File: src/rtl/mul_share_ctrl.sv
// rtl/mul_share_ctrl.sv - shared shift-add multiplier with two-requester arbitration
// Optional round-robin arbitration enabled by defining MUL_SHARE_RR_EN (fixed priority otherwise).
module mul_share_ctrl #(
  parameter int WIDTH = 8
) (
  input  logic                 clk,
  input  logic                 areset,
  input  logic [1:0]           req,
  input  logic [WIDTH-1:0]     a0,
  input  logic [WIDTH-1:0]     b0,
  input  logic [WIDTH-1:0]     a1,
  input  logic [WIDTH-1:0]     b1,
  output logic [1:0]           gnt,
  output logic                 busy,
  output logic [1:0]           state,
  output logic                 done,
  output logic                 done_id,
  output logic [2*WIDTH-1:0]   product
);

  localparam int CW = $clog2(WIDTH + 1);

  typedef enum logic [1:0] {
    INIT = 2'd0,
    EXEC = 2'd1,
    IDLE = 2'd2,
    HALT = 2'd3
  } state_t;

  state_t              cur, nxt;
  logic [2*WIDTH:0]    p, step_p;
  logic [WIDTH-1:0]    m;
  logic [CW-1:0]       cnt, cnt_inc;
  logic                owner, win;
  logic [WIDTH:0]      add_sum;
  logic [WIDTH-1:0]    sel_a, sel_b;

`ifdef MUL_SHARE_RR_EN
  logic ptr;
  // ptr only matters under contention; a lone requester always wins.
  always_comb win = (req == 2'b11) ? ptr : ~req[0];
`else
  always_comb win = ~req[0];
`endif

  always_comb begin
    sel_a = win ? a1 : a0;
    sel_b = win ? b1 : b0;
  end

  // Carry is always zero going into the add after a shift, so WIDTH+1 bits never overflow.
  always_comb add_sum = p[2*WIDTH:WIDTH] + {1'b0, m};

  always_comb begin
    step_p = {1'b0, p[2*WIDTH:1]};
    if (cur == EXEC) step_p = {1'b0, add_sum, p[WIDTH-1:1]};
  end

  always_comb cnt_inc = cnt + 1'b1;

  always_comb begin
    nxt = cur;
    gnt = 2'b00;
    case (cur)
      INIT: begin
        if (req != 2'b00) begin
          gnt = win ? 2'b10 : 2'b01;
          nxt = sel_b[0] ? EXEC : IDLE;
        end
      end
      EXEC, IDLE: begin
        if (cnt_inc == CW'(WIDTH)) nxt = HALT;
        else                       nxt = step_p[0] ? EXEC : IDLE;
      end
      HALT:    nxt = INIT;
      default: nxt = INIT;
    endcase
    if (areset) gnt = 2'b00;
  end

  always_ff @(posedge clk or posedge areset) begin
    if (areset) cur <= INIT;
    else        cur <= nxt;
  end

  always_ff @(posedge clk or posedge areset) begin
    if (areset) begin
      p       <= '0;
      m       <= '0;
      cnt     <= '0;
      owner   <= 1'b0;
      product <= '0;
      done_id <= 1'b0;
`ifdef MUL_SHARE_RR_EN
      ptr     <= 1'b0;
`endif
    end else begin
      case (cur)
        INIT: begin
          if (req != 2'b00) begin
            m     <= sel_a;
            p     <= {1'b0, {WIDTH{1'b0}}, sel_b};
            cnt   <= '0;
            owner <= win;
          end
        end
        EXEC, IDLE: begin
          p   <= step_p;
          cnt <= cnt_inc;
          if (nxt == HALT) begin
            product <= step_p[2*WIDTH-1:0];
            done_id <= owner;
          end
        end
        HALT: begin
`ifdef MUL_SHARE_RR_EN
          ptr <= ~owner;
`endif
        end
        default: ;
      endcase
    end
  end

  assign state = cur;
  assign busy  = (cur != INIT);
  assign done  = (cur == HALT);

endmodule

File: config.mk
export PLATFORM = sky130hd
export DESIGN_NAME = mul_share_ctrl
export DESIGN_NICKNAME = d
export VERILOG_FILES = /design/src/rtl/mul_share_ctrl.sv
export SDC_FILE = /design/constraint.sdc
export NUM_CORES = 1
export LEC_CHECK = 0
export BUFFER_PORTS_ARGS = -buffer_cell sky130_fd_sc_hd__buf_2
export CAP_MARGIN = 40
export CORE_ASPECT_RATIO = 1.2
export CORE_MARGIN = 2
export CORE_UTILIZATION = 35
export DETAILED_ROUTE_END_ITERATION = 10
export PLACE_DENSITY = 0.6
export SLEW_MARGIN = 25
export SYNTH_ARGS = -nofsm -noshare
export SYNTH_HDL_FRONTEND = slang
export SYNTH_SLANG_ARGS = --single-unit
File: constraint.sdc
create_clock -name clk -period 6.13 [get_ports clk]
set_clock_uncertainty 0.1 [all_clocks]
set_input_delay 0.613 -clock clk [delete_from_list [all_inputs] [get_ports clk]]
set_output_delay 0.613 -clock clk [all_outputs]
set_load 0.02 [all_outputs]
==> results.toml <==
[power_and_ir_drop]
power_density_nw_per_um2 = 477
internal-power_uw = 801
clock_power_share_pct = 12.7
p_seq_share_pct = 36.8
switching_power_uw = 638
power_frac_comb_pct = 50.5
max-vdd-ir-drop_mv = 0.187
p_sw_share_pct = 44.3
p_leak_nw = 1.52

[synth]
ys_warn_count = 0
synth_nets = 307
dominantRegCellSynth = "dfrtp_1"
synth_top_family_by_area = "compound AO/OA/AOI/OAI gates"
synth_top_area_share_pct = 45.4
synth-compound-area-share_pct = 19.8
synthCells = 258
synth_area_sq_um = 2590
avgSynthCellArea_sq_um = 10.0
async_flop_share_pct = 100
synthMuxAreaShare_pct = 10.8
synth_edf_count = 0
yosys.area_share.simple_pct = 11.3
synth_fa_ha_area_share_pct = 6.57
ys_ff_latch = 47
seq_area_frac_synth_pct = 45.4
synth_xor_area_share_pct = 2.03
synthTopCellsByArea = "dfrtp_1, o21ai_0, ha_1"
yosysUniqueCellTypes = 37
yosysTopAreaCell = "dfrtp_1"

[clock_network]
htree_num_levels = 2
cts_hold_buf = 0
cts_sinks = 47
cts_tree = "built"
post_cts_buffers = 0
cts_root_buf = "clkbuf_8"
path_clk_slew_ns = 0.09
clock_latency_ns = 0.30
cts_max_path_buffers = 2
cts_made_buffers = 5
post_cts.resized_instances = 0

[global_routing]
grt-ovfl-total = 0
grt_use_total_pct = 15.1
grt_pass1_vias = 1921
grt_pass1_wl_microns = 9450
antenna_found_initial = 0
grt_max_degree = 50

[placement]
numPortBuffers = 58
place_area_sq_um = 2920
dp_slack_ns = 3.42
place_congestion = 0.854
dp_cells = 392
dp_hpwl_microns = 4100

[status]
status = "finished, final reports clean"

[cells_and_area]
fin_area_sq_um = 3020
fin_cells = 401
synthToLayoutAreaGrowth_pct = 16.5
drive_above_1_share_pct = 27.0
layout.nets = 359
antenna_cells = 0
post-route-util_pct = 41.7

[drt]
wl_per_cell_microns = 14.2
vias = 2006
drt_iter0_drc = 91
antenna_left = 0
via_per_inst = 5.00
drc = 0
routed_wl_microns = 5700
dr.pass1.iters = 4

[timing]
finalHoldViolCount = 0
period_minus_slack_ns = 2.70
fmax_mhz = 371
period_share_pct = 44.0
grt_setup_unrepaired = "false"
tightestPinTransition_ns = 0.781
finalMaxSlewViolations = 0
final-setup-viol-count = 0
slew_headroom_pct = 47.8
layout_setup_ws_ns = 3.43
final.setup.tns_ns = 0

[floorplan]
initial_core_util_pct = 35.8
fp.dieArea_sq_um = 8100
rows = 34
floorplan.die.width_microns = 82.5
die_height_microns = 98.2
coreArea_sq_um = 7230
io_pins = 59

[worst_setup_path]
cp.required_ns = 6.23
crit_family = "compound AO/OA/AOI/OAI gates"
slowest_delay_ns = 0.68
end_kind = "flip-flop"
crit_path_start_kind = "flip-flop"
path_buf_inv = 2
cpMaxStageDelayCell = "a21boi_4"
worstSetupPathType = "flip-flop to flip-flop"
path_cells = "inv_1 -> ha_1 -> inv_1 -> a21boi_4 -> nor2_1 -> mux2_2 -> a22o_1"
cp_max_fo = 33
crit_path_frequent_cell = "inv_1"
cp.arrival_ns = 2.79

[worst_hold_path]
hold_path.class = "input pin to async pin"

[job]
cap_violations = 0
-- power by group through the flow --
stage | Combinational [mW] | Clock (mW) | Sequential [mW]
finish | 0.726 | 0.183 | 0.529
global route | 0.820 | 0.204 | 0.547
CTS | 0.720 | 0.192 | 0.533
detailed placement | 0.718 | 0 | 0.539
global placement | 0.701 | 0 | 0.537
floorplan | 0.509 | 0 | 0.563
-- cell usage after synthesis (4+ instances only) --
library cell,n
o31ai_1,4
ha_1,12
a21oi_1,14
nor2_1,10
xnor2_1,4
dfrtp_1,47
mux2_2,8
inv_1,5
a22oi_1,8
mux2i_1,13
mux2_4,4
o21ai_0,39
nand2_1,40
clkbuf_1,4
buf_2,7
-- registers in the layout, indices dropped and copies added, names as in the netlist --
signal   cells
done_id      1
product     16
p           15
cnt          4
m            8
owner        1
state        2
-- cell families (layout without fill, tap and decap cells) --
group | after synthesis | count (layout)
AO/OA/AOI/OAI | 82 | 82
XOR/XNOR | 6 | 6
adder cells (fa/ha/maj) | 13 | 13
buffers and inverters | 21 | 74
flip-flops | 47 | 47
multiplexers | 25 | 25
AND/OR/NAND/NOR | 64 | 64
-- layout by cell type (no fill, tap or decap), types with 4 or more instances in the layout --
master,instances
xnor2_1,4
o31ai_1,4
inv_1,4
nor2_1,10
ha_1,12
dfrtp_1,47
clkbuf_8,5
mux2_2,8
a22oi_1,8
nand2_1,40
mux2i_1,13
o21ai_0,39
buf_2,58
mux2_4,4
a21oi_1,14
-- worst reg2reg max path: cells and delay by family (launching register included) --
kind | cells | cell delay, ns
mux | 1 | 0.28
simple gates | 1 | 0.08
fa+ha+maj | 1 | 0.44
compound gates | 2 | 0.86
buf+inv | 2 | 0.44
flops | 1 | 0.40
-- final cells by class --
type                            instances  area (sq um)
Clock buffer                            7          76.3
Clock inverter                          1          5.00
Fill cell                             726          4220
Inverter                                5          18.8
Multi-Input combinational cell        190          1310
Sequential cell                        47          1180
Tap cell                               90           113
Timing Repair Buffer                   61           320
-- path summary, 6_finish.rpt --
check                                 start  depth (start not counted)  slack (ns)           to
worst max-delay path               state[1]                          7        3.43       cnt[2]
worst min-delay path                 areset                          3        0.36   product[9]
worst max register to register     state[1]                          7        3.43       cnt[2]
worst min register to register  product[11]                          2        0.38  product[11]
max in group asynchronous            areset                          3        5.15   product[3]
min in group clk                product[11]                          2        0.38  product[11]
-- per-stage QoR --
stage          hold slack [ns]  power, mW
2_1_floorplan            0.354       1.07
3_3_place_gp             0.357       1.24
3_5_place_dp             0.366       1.26
4_1_cts                  0.382       1.45
5_1_grt                  0.410       1.57
6_report                 0.363       1.44
-- routing by layer --
metal,global-route usage (%),up-vias,routed length [microns]
met4,4.16,0,72
li1,-,1016,-
met1,20.6,946,2560
met3,3.33,5,251
met5,0,-,0
met2,23.9,39,2810
Note: power is estimated with default switching activity, not from simulation.
